File: config.mk
export PLATFORM = sky130hd
export DESIGN_NAME = ps2_kbd_ctrl
export DESIGN_NICKNAME = d
export VERILOG_FILES = /design/src/rtl/ps2_kbd_pkg.sv /design/src/rtl/ps2_kbd_modtrack.sv /design/src/rtl/ps2_kbd_ctrl.sv
export SDC_FILE = /design/constraint.sdc
export NUM_CORES = 1
export LEC_CHECK = 0
export BUFFER_PORTS_ARGS = -buffer_cell sky130_fd_sc_hd__buf_2
export CELL_PAD_IN_SITES_DETAIL_PLACEMENT = 0
export CELL_PAD_IN_SITES_GLOBAL_PLACEMENT = 1
export CORE_MARGIN = 3
export CORE_UTILIZATION = 44
export CTS_CLUSTER_DIAMETER = 60
export CTS_CLUSTER_SIZE = 24
export DETAILED_ROUTE_END_ITERATION = 7
export PLACE_DENSITY = 0.76
export SYNTH_ARGS = -nofsm -noshare
export SYNTH_HDL_FRONTEND = slang
export SYNTH_SLANG_ARGS = --single-unit
File: constraint.sdc
create_clock -name clk -period 2.9 [get_ports clk]
set_clock_uncertainty 0.2 [all_clocks]
set_input_delay 0 -clock clk [delete_from_list [all_inputs] [get_ports clk]]
set_output_delay 0 -clock clk [all_outputs]
set_load 0.05 [all_outputs]
File: src/rtl/ps2_kbd_pkg.sv
// ps2_kbd_pkg: scan-code constants, sequencer states and key-event type shared by the keyboard controller.
package ps2_kbd_pkg;
  localparam logic [7:0] SC_EXT    = 8'hE0;
  localparam logic [7:0] SC_BRK    = 8'hF0;
  localparam logic [7:0] SC_BAT    = 8'hAA;
  localparam logic [7:0] SC_ACK    = 8'hFA;
  localparam logic [7:0] SC_RESEND = 8'hFE;
  localparam logic [7:0] SC_LSHIFT = 8'h12;
  localparam logic [7:0] SC_RSHIFT = 8'h59;
  localparam logic [7:0] SC_CTRL   = 8'h14;
  localparam logic [7:0] SC_ALT    = 8'h11;
  localparam logic [7:0] SC_CAPS   = 8'h58;
  typedef enum logic [1:0] {IDLE, POP, DECODE, EMIT} state_e;
  typedef struct packed {
    logic [7:0] code;
    logic       ext;
    logic       brk;
    logic       rpt;
  } kbd_ev_t;
  function automatic logic is_overrun(input logic [7:0] b);
    return b == 8'h00 || b == 8'hFF;
  endfunction
  function automatic logic is_ctl(input logic [7:0] b);
    return b == SC_BAT || b == SC_ACK || b == SC_RESEND;
  endfunction
endpackage

File: src/rtl/ps2_kbd_modtrack.sv
// ps2_kbd_modtrack: holds shift/ctrl/alt/caps-lock state, updated by each formed key event.
module ps2_kbd_modtrack
  import ps2_kbd_pkg::*;
(
  input  logic    clk,
  input  logic    rst,
  input  logic    ev_stb_i,
  input  kbd_ev_t ev_i,
  output logic    mod_shift_o,
  output logic    mod_ctrl_o,
  output logic    mod_alt_o,
  output logic    caps_lock_o
);
  logic lshift_q, lshift_d, rshift_q, rshift_d, ctrl_q, ctrl_d, alt_q, alt_d, caps_q, caps_d;
  logic plain;
  // E0 12 / E0 59 are fake shifts sent around extended keys, so shift only tracks plain codes
  always_comb begin
    plain    = !ev_i.ext;
    lshift_d = (ev_stb_i && plain && ev_i.code == SC_LSHIFT) ? !ev_i.brk : lshift_q;
    rshift_d = (ev_stb_i && plain && ev_i.code == SC_RSHIFT) ? !ev_i.brk : rshift_q;
    ctrl_d   = (ev_stb_i && ev_i.code == SC_CTRL) ? !ev_i.brk : ctrl_q;
    alt_d    = (ev_stb_i && ev_i.code == SC_ALT) ? !ev_i.brk : alt_q;
    caps_d   = caps_q ^ (ev_stb_i && plain && ev_i.code == SC_CAPS && !ev_i.brk && !ev_i.rpt);
  end
  always_ff @(posedge clk or posedge rst)
    if (rst) begin
      lshift_q <= 1'b0;
      rshift_q <= 1'b0;
      ctrl_q   <= 1'b0;
      alt_q    <= 1'b0;
      caps_q   <= 1'b0;
    end else begin
      lshift_q <= lshift_d;
      rshift_q <= rshift_d;
      ctrl_q   <= ctrl_d;
      alt_q    <= alt_d;
      caps_q   <= caps_d;
    end
  assign mod_shift_o = lshift_q | rshift_q;
  assign mod_ctrl_o  = ctrl_q;
  assign mod_alt_o   = alt_q;
  assign caps_lock_o = caps_q;
endmodule

File: src/rtl/ps2_kbd_ctrl.sv
// ps2_kbd_ctrl: drains the PS/2 receiver FIFO, folds E0/F0 prefixes into key events
// and presents them one at a time on a valid/ready interface.
module ps2_kbd_ctrl
  import ps2_kbd_pkg::*;
#(
  parameter bit REPEAT_FILTER = 1'b0
) (
  input  logic       clk,
  input  logic       rst,
  input  logic [7:0] kbd_data,
  input  logic       kbd_ready,
  input  logic       kbd_overflow,
  output logic       kbd_nextdata_n,
  output logic       ev_valid,
  input  logic       ev_ready,
  output logic [7:0] ev_code,
  output logic       ev_ext,
  output logic       ev_break,
  output logic       ev_repeat,
  output logic       mod_shift,
  output logic       mod_ctrl,
  output logic       mod_alt,
  output logic       caps_lock,
  output logic       err
);
  state_e     state_q, state_d;
  logic [7:0] byte_q, byte_d;
  logic       ext_q, ext_d, brk_q, brk_d, err_q, err_d, nd_n_q, ev_stb;
  logic [8:0] last_q, last_d;
  kbd_ev_t    ev_q, ev_d, cand;
  always_comb begin
    state_d = state_q;
    byte_d  = byte_q;
    ext_d   = ext_q;
    brk_d   = brk_q;
    last_d  = last_q;
    ev_d    = ev_q;
    err_d   = err_q | kbd_overflow;
    ev_stb  = 1'b0;
    cand    = '{code: byte_q, ext: ext_q, brk: brk_q, rpt: !brk_q && ({ext_q, byte_q} == last_q)};
    unique case (state_q)
      IDLE: if (kbd_ready) begin
        byte_d  = kbd_data;
        state_d = POP;
      end
      POP: state_d = DECODE;
      DECODE: begin
        state_d = IDLE;
        if (byte_q == SC_EXT) ext_d = 1'b1;
        else if (byte_q == SC_BRK) brk_d = 1'b1;
        else begin
          ext_d = 1'b0;
          brk_d = 1'b0;
          if (is_overrun(byte_q)) err_d = 1'b1;
          else if (!is_ctl(byte_q)) begin
            ev_stb = 1'b1;
            ev_d   = cand;
            if (!cand.rpt || !REPEAT_FILTER) state_d = EMIT;
            // last_make is never 0 for a real key, so clearing it re-arms repeat detection
            if (!cand.brk && !cand.rpt) last_d = {cand.ext, cand.code};
            else if (cand.brk && {cand.ext, cand.code} == last_q) last_d = '0;
          end
        end
      end
      EMIT: if (ev_ready) state_d = IDLE;
      default: state_d = IDLE;
    endcase
  end
  always_ff @(posedge clk or posedge rst)
    if (rst) begin
      state_q <= IDLE;
      byte_q  <= '0;
      ext_q   <= 1'b0;
      brk_q   <= 1'b0;
      last_q  <= '0;
      ev_q    <= '0;
      err_q   <= 1'b0;
      nd_n_q  <= 1'b1;
    end else begin
      state_q <= state_d;
      byte_q  <= byte_d;
      ext_q   <= ext_d;
      brk_q   <= brk_d;
      last_q  <= last_d;
      ev_q    <= ev_d;
      err_q   <= err_d;
      nd_n_q  <= state_d != POP;
    end
  ps2_kbd_modtrack u_mod (
    .clk         (clk),
    .rst         (rst),
    .ev_stb_i    (ev_stb),
    .ev_i        (cand),
    .mod_shift_o (mod_shift),
    .mod_ctrl_o  (mod_ctrl),
    .mod_alt_o   (mod_alt),
    .caps_lock_o (caps_lock)
  );
  assign kbd_nextdata_n = nd_n_q;
  assign ev_valid       = state_q == EMIT;
  assign ev_code        = ev_q.code;
  assign ev_ext         = ev_q.ext;
  assign ev_break       = ev_q.brk;
  assign ev_repeat      = ev_q.rpt;
  assign err            = err_q;
endmodule

# --- Word level (Yosys, flattened, before mapping) ---
# Cells that the tools add are included.
word_totals:
  register_bits: 39
  output_inout_bits: 18
  wordCells: 86
classes:
  eq_ne: 17
  muxes: 21
  bitwise_logic: 7
  n_reduce_logical: 25
op_table:
  columns: ["operator", "count"]
  rows:
  - ["8-bit == test (second input constant)", 6]
  - ["8-bit by 5-bit == test with 1-bit output (second input constant)", 3]
  - ["9-bit two-way mux", 2]
  - ["8-bit by 7-bit == test with 1-bit output (second input constant)", 2]
  - ["1-bit two-way mux", 12]
  - ["2-bit two-way mux", 6]
  - ["1-bit logical AND", 11]
  - ["9-bit == test", 1]
  - ["8-bit zero test", 1]
  - ["2-bit one-hot mux with 4 select lines", 1]
  - ["2-bit AND reduction", 3]
  - ["6-bit AND reduction", 1]
  - ["5-bit AND reduction", 1]
  - ["2-bit == test (second input constant)", 2]
  - ["1-bit NOT", 4]
  - ["1-bit zero test", 3]
  - ["1-bit logical OR", 3]
  - ["2-bit by 1-bit == test with 1-bit output (second input constant)", 1]
  - ["2-bit zero test", 1]
  - ["2-bit by 1-bit inequality test with 1-bit output (second input constant)", 1]
  - ["2-bit inequality test (second input constant)", 1]
  - ["1-bit OR", 2]
  - ["2-bit nonzero test", 1]
  - ["1-bit XOR", 1]

# --- Depth between registers and ports, before layout ---
# Gate-level depths: netlist (run 1).
logic_depth:
  depth_word: 13
  ltp_mapped: 9
  mapped_depth_nobuf: 8

# --- Cells and area by module ---
# From an unflattened synthesis (run 1), not the netlist that was laid out.
hier_totals:
  hier_cells: 165
  hier_area_um2: 1949.4
modules_own_cells:
  columns: ["mod", "instances", "cells_per_inst", "area_each_um2", "seq_area_each_um2"]
  rows:
  - ["ps2_kbd_ctrl", 1, 136, 1647.8, 852.1]
  - ["ps2_kbd_modtrack", 1, 29, 301.5, 125.1]

# --- Least setup slack after synthesis (run 1) ---
# OpenSTA, ideal clock, no wires.
synth_path:
  path_kind: "reg-to-reg"
  from: "reg byte_q[0]"
  to: "reg last_q[5]"
  setup_time_ps: 74
  arrival_time_ps: 1967
  setup_slack_ps: 659
  path_stages_with_launch: 9
  path_buffers: 2
  period_less_slack_ps: 2241
  path_cell_list: "dfrtp_1 clkbuf_1 xor2_1 nor4_1 nand4_1 ha_1 or2_4 buf_12 o21ai_2"
synth_between:
  elab_chain_len: 6
synth_rtl:
  columns: ["element", "line", "source"]
  rows:
  - ["start: declaration", "ps2_kbd_ctrl.sv:27", "logic [7:0] byte_q, byte_d;"]
  - ["start signal: assignment", "ps2_kbd_ctrl.sv:81", "byte_q <= byte_d;"]
  - ["9-bit == test", "ps2_kbd_ctrl.sv:40, ps2_kbd_ctrl.sv:61", null]
  - ["1-bit logical AND", "ps2_kbd_ctrl.sv:40", "cand = '{code: byte_q, ext: ext_q, brk: brk_q, rpt: !brk_q && ({ext_q, byte_q} == last_q)};"]
  - ["1-bit zero test", "ps2_kbd_ctrl.sv:60", "if (!cand.brk && !cand.rpt) last_d = {cand.ext, cand.code};"]
  - ["1-bit logical AND", "ps2_kbd_ctrl.sv:60", null]
  - ["2-bit nonzero test (no source line)", null, null]
  - ["6-bit AND reduction (no source line)", null, null]
  - ["end signal: assignment", "ps2_kbd_ctrl.sv:84", "last_q <= last_d;"]
  - ["end: declaration", "ps2_kbd_ctrl.sv:29", "logic [8:0] last_q, last_d;"]
# Parallel ways exist; a longest one is shown, timed or not.
# A chain may end at the register's enable or synchronous reset.

# --- Worst setup path in the final report (run 1) ---
layout_path:
  from: "reg byte_q[7]"
  to: "reg last_q[5]"
# The elaborated chain is that of the path after synthesis.

==> impl_metrics.toml, run 1 <==
[layout]
multi_input_area_um2 = 850
layout_common_cells = "dfrtp_1, buf_2, nand2_1"
final_common_cell = "dfrtp_1"
instances_no_fill = 262
fillCellCount = 376
fin_util_pct = 55.4
diodes = 0
syn2layout_area_growth_pct = 17.3
seq_area_um2 = 977
drive_gt1_share_pct = 34.4
finalNetCount = 226

[timing]
hold_viol = 0
clock.fmax_mhz = 415
finalCritPeriodShare_pct = 83.0
slew_headroom_pct = 50.9
setup_violations = 0
worstMarginPinSlew_ns = 0.735
setup_ws_ns = 0.493
rsz0062_at_grt = "no"
maxSlewViolCount = 0
fin_setup_tns_ns = 0
fin_crit_ns = 2.41

[synth]
ys_seq_elements = 39
synthDistinctLibCells = 41
async_flop_share_pct = 100
synthTopCellsByArea = "dfrtp_1, mux2_2, nand2_1"
netlist.top_cell.by_area = "dfrtp_1"
ys_seq_area_share_pct = 50.0
yosys_warnings = 0
synth_fp_nets = 189
synth_cells = 174
synth_area_mm2 = 0.00196
synth-edff-count = 0
ys.flop_type = "dfrtp_1"
synth_top_area_share_pct = 48.6
syn_avg_cell_area_um2 = 11.2

[die]
initial_core_util_pct = 47.2
fp-row-count = 23
num_io_pins = 31
die_h_um = 72.7
coreArea_mm2 = 0.00414
die-area_mm2 = 0.00528
die_w_um = 72.7

[global_routing]
grt_max_degree = 26
antenna_found_initial = 0
grt_pass1_vias = 1474
grt_overflow_total = 0
grt_pass1_wl_um = 6800
grt.total_usage_pct = 16.5

[critical_path]
reg2reg_setup_slack_ns = 0.49
cp_data_arrival_time_ns = 2.37
cp-end-kind = "register"
r2r-start = "byte_q[7]"
required_ns = 2.87
rr_worst_depth = 5
critPathMaxFanout = 25
crit_chain = "nor4_4, or4b_4, nand4_4, or2_4, o21ai_2"
critPathSlowestCell = "dfrtp_1"
crit_path_start_kind = "register"
worst_r2r_endpoint = "last_q[5]"
max_stage_delay_ns = 0.52
worstSetupPathType = "register to register"

[clock_tree]
cts-buffers-inserted = 5
cts_resized = 0
post-cts-setup-buffers = 0
cts_tree = "yes"
root_buffer = "clkbuf_8"
clkTransAtPathRegs_ns = 0.08
cts_max_path_buffers = 2
insertion_delay_ns = 0.29
cts_max_level = 2
holdBufCountCts = 11
cts.sinks = 39

[placed_design]
place_inst = 243
gp_congestion = 0.812
place_ws_ns = 0.500
port_buffers = 30
hpwl_um = 2740

[run]
drv_cap = 0

[power]
power_density_mw_per_mm2 = 1220
power.internal_mw = 1.48
power_frac_comb_pct = 47.4
swShare_pct = 47.1
p_clk_share_pct = 14.6
vdd_drop_max_uv = 645
seqPwrFrac_pct = 38.0
p_sw_mw = 1.31
leakagePower_nw = 1.06

[routing]
drt_first_pass_iters = 4
drt_iter0_drc = 96
vias_per_cell = 5.37
wl_per_cell_um = 15.4
wirelength_um = 4040
via_count = 1406
drc = 0
final_antenna_net_count = 0

[hold_path]
hold_path.class = "input port to register"
worstHoldStart = "kbd_ready"
whs_endpoint = "kbd_nextdata_n"
hold_depth = 3

[status]
status = "finished clean"
==> cell families (layout without fill, tap and decap cells) <==
family	Yosys count	after routing	synth area share, %
simple gates	55	55	16.6
flops	39	39	50.0
compound gates	31	31	10.7
buf+inv	20	58	6.59
mux	17	17	10.4
xor+xnor	10	10	4.48
fa+ha+maj	2	2	1.28
==> power groups by stage <==
stage / sequential (mW) / clock (mW) / combinational [mW]
CTS: 1.06 / 0.416 / 1.33
detailed placement: 1.07 / 0 / 1.31
finish: 1.06 / 0.408 / 1.32
global placement: 1.05 / 0 / 1.28
global route: 1.10 / 0.440 / 1.43
floorplan: 1.18 / 0 / 1.01
==> cell usage after synthesis (4+ instances only) <==
cell,instances
dfrtp_1,38
nand2_1,21
mux2_2,13
o21ai_0,12
o21ai_2,9
inv_1,7
xor2_1,7
a21oi_1,5
nor3_1,5
clkbuf_1,4
nand4_1,4
nor2_1,4
nor4_1,4
==> layout make-up <==
| class | count | area share [%] |
|---|---|---|
| Clock buffer | 7 | 4.20 |
| Clock inverter | 1 | 0.327 |
| Inverter | 7 | 1.15 |
| Multi-Input combinational cell | 115 | 37.0 |
| Sequential cell | 39 | 42.6 |
| Tap cell | 50 | 2.73 |
| Timing Repair Buffer | 43 | 12.0 |
==> through the flow <==
stage	area, um^2	power (mW)	hold WS, ns
5_1_grt	2290	2.97	0.0660
6_report	2290	2.79	0.0247
2_1_floorplan	1960	2.18	-0.0897
4_1_cts	2290	2.80	0.0171
3_3_place_gp	2080	2.34	-0.0406
3_5_place_dp	2080	2.38	-0.0311
==> registers in the layout, indices dropped and copies added, names as in the netlist, 2 cells and up <==
signal   flops
ev_code      8
byte_q       8
last_q       9
state_q      2
==> critical path, delay by kind of cell (launching register included) <==
family          cells  cell delay [ns]
simple gates        4             1.48
compound gates      1             0.08
flops               1             0.52
==> metal layers <==
metal	up-vias	global-route usage [%]	share of wire (%)
met5	-	0	0
li1	670	-	-
met4	0	3.69	0.84
met3	5	4.27	4.6
met1	693	21.8	46
met2	38	27.5	49
==> worst max-delay path by stage <==
stage                 endpoint       from  depth (start not counted)  slack (ns)
floorplan            last_q[5]  byte_q[0]                          8        0.66
global placement    ev_code[2]  byte_q[7]                          4        0.54
detailed placement  ev_code[6]  byte_q[7]                          4        0.50
CTS                  last_q[5]  byte_q[7]                          5        0.49
global route         last_q[5]  byte_q[2]                          6        0.37
finish               last_q[5]  byte_q[7]                          5        0.49
Power figures use the tool's default switching activity.
==> inputs of run 2 (changes only) <==
==> constraint.sdc (replaced) <==
create_clock -name clk -period 2.3 [get_ports clk]
set_clock_uncertainty 0.2 [all_clocks]
set_input_delay 0 -clock clk [delete_from_list [all_inputs] [get_ports clk]]
set_output_delay 0 -clock clk [all_outputs]
set_load 0.05 [all_outputs]
==> impl_metrics.toml, run 2 (synthesis results as in run 1) <==
[routing]
final_antenna_net_count = 0
vias_per_cell = 5.22
wl_per_cell_um = 14.4
drt_first_pass_iters = 4
drt_iter0_drc = 79
wirelength_um = 3970
drc = 0
via_count = 1440

[critical_path]
crit_path_start_kind = "register"
required_ns = 2.27
critPathMaxFanout = 14
worstSetupPathType = "register to register"
cp-end-kind = "register"
cp_data_arrival_time_ns = 2.16

[die]
fp-row-count = 23
coreArea_mm2 = 0.00414
die_w_um = 72.7
initial_core_util_pct = 47.2
die_h_um = 72.7
die-area_mm2 = 0.00528
num_io_pins = 31

[layout]
finalNetCount = 241
diodes = 0
regMostFlops = "last_q"
final_common_cell = "dfrtp_1"
syn2layout_area_growth_pct = 22.3
fillCellCount = 369
fin_util_pct = 57.7
instances_no_fill = 276
layout_common_cells = "dfrtp_1, buf_2, nand2_1"
drive_gt1_share_pct = 38.9
largest_register_ffs = 9

[clock_tree]
post-cts-setup-buffers = 0
cts_max_level = 2
insertion_delay_ns = 0.28
clkTransAtPathRegs_ns = 0.07
cts-buffers-inserted = 5
cts_tree = "yes"
cts.sinks = 39
root_buffer = "clkbuf_8"
cts_max_path_buffers = 2

[timing]
worstMarginPinSlew_ns = 0.489
maxSlewViolCount = 0
fin_setup_tns_ns = 0
finalCritPeriodShare_pct = 95.0
hold_viol = 0
setup_violations = 0
clock.fmax_mhz = 458
slew_headroom_pct = 67.4
fin_crit_ns = 2.19
rsz0062_at_grt = "no"

[global_routing]
antenna_found_initial = 0
grt_max_degree = 40
grt_pass1_vias = 1391
grt_pass1_wl_um = 6670
grt.total_usage_pct = 16.6
grt_overflow_total = 0

[power]
vdd_drop_max_uv = 885
leakagePower_nw = 1.13
power_density_mw_per_mm2 = 1520

[placed_design]
port_buffers = 30
gp_congestion = 0.853
hpwl_um = 2910
place_inst = 258

[hold_path]
hold_path.class = "input port to register"

[status]
status = "finished clean"

[run]
drv_cap = 0
run 2: changes by cell type in the layout (fill, tap and decap cells not counted):
cell and delta:
buf_4 +15, clkbuf_8 -1, clkinv_2 +1, clkinvlp_4 -1, dfrtp_1 -1, dfrtp_2 +1
run 2: report_power, final:
group	switching (mW)	internal (mW)
logic	1.16	0.771
clock network	0.224	0.235
registers	0.271	0.980
run 2: metrics by stage:
| step | hold slack, ns | cell area (um^2) | power, mW | setup WS, ns |
|---|---|---|---|---|
| floorplan | -0.0897 | 1960 | 2.75 | 0.0592 |
| global placement | -0.0664 | 2190 | 3.16 | 0.135 |
| detailed placement | -0.0504 | 2190 | 3.19 | 0.111 |
| CTS | 0.0105 | 2390 | 3.68 | 0.0991 |
| global route | 0.0606 | 2390 | 3.89 | 0.00769 |
| finish | 0.0207 | 2390 | 3.65 | 0.115 |
run 2: final cells by class:
cell class | count | area, um^2 | share of cell area, %
inverter | 7 | 26.3 | 1.10
clock buffer | 6 | 82.6 | 3.45
tap | 50 | 62.6 | 2.62
timing repair buffer | 58 | 388 | 16.2
sequential | 39 | 978 | 40.9
multi-input combinational | 115 | 850 | 35.5
clock inverter | 1 | 5.00 | 0.209
run 2: final timing paths:
kind / slack, ns / endpoint / from / cells after the start
max: 0.11 / ev_code[2] / byte_q[7] / 4
min: 0.02 / kbd_nextdata_n / kbd_ready / 3
max reg2reg: 0.11 / ev_code[2] / byte_q[7] / 4
min reg2reg: 0.27 / err / err / 1
max in group asynchronous: 1.37 / byte_q[5] / rst / 4
min in group asynchronous: 0.18 / err / rst / 4
run 2: worst max-delay path: stages (launching register included):
cell	delay, ns
dfrtp_1	0.45
nor4_4	0.32
or4b_4	0.52
nand4_4	0.23
mux2_2	0.36
run 2: timing repair:
action	in CTS	in global routing
hold endpoints to repair	50	0
hold buffers	11	0
gates resized for setup	0	1
setup endpoints to repair	0	1
run 2: routing by layer:
metal  wire (um)  GRT usage, %
met1        1890          23.5
met2        1860          25.3
met3         202          4.68
met4          13          4.30
met5           0             0
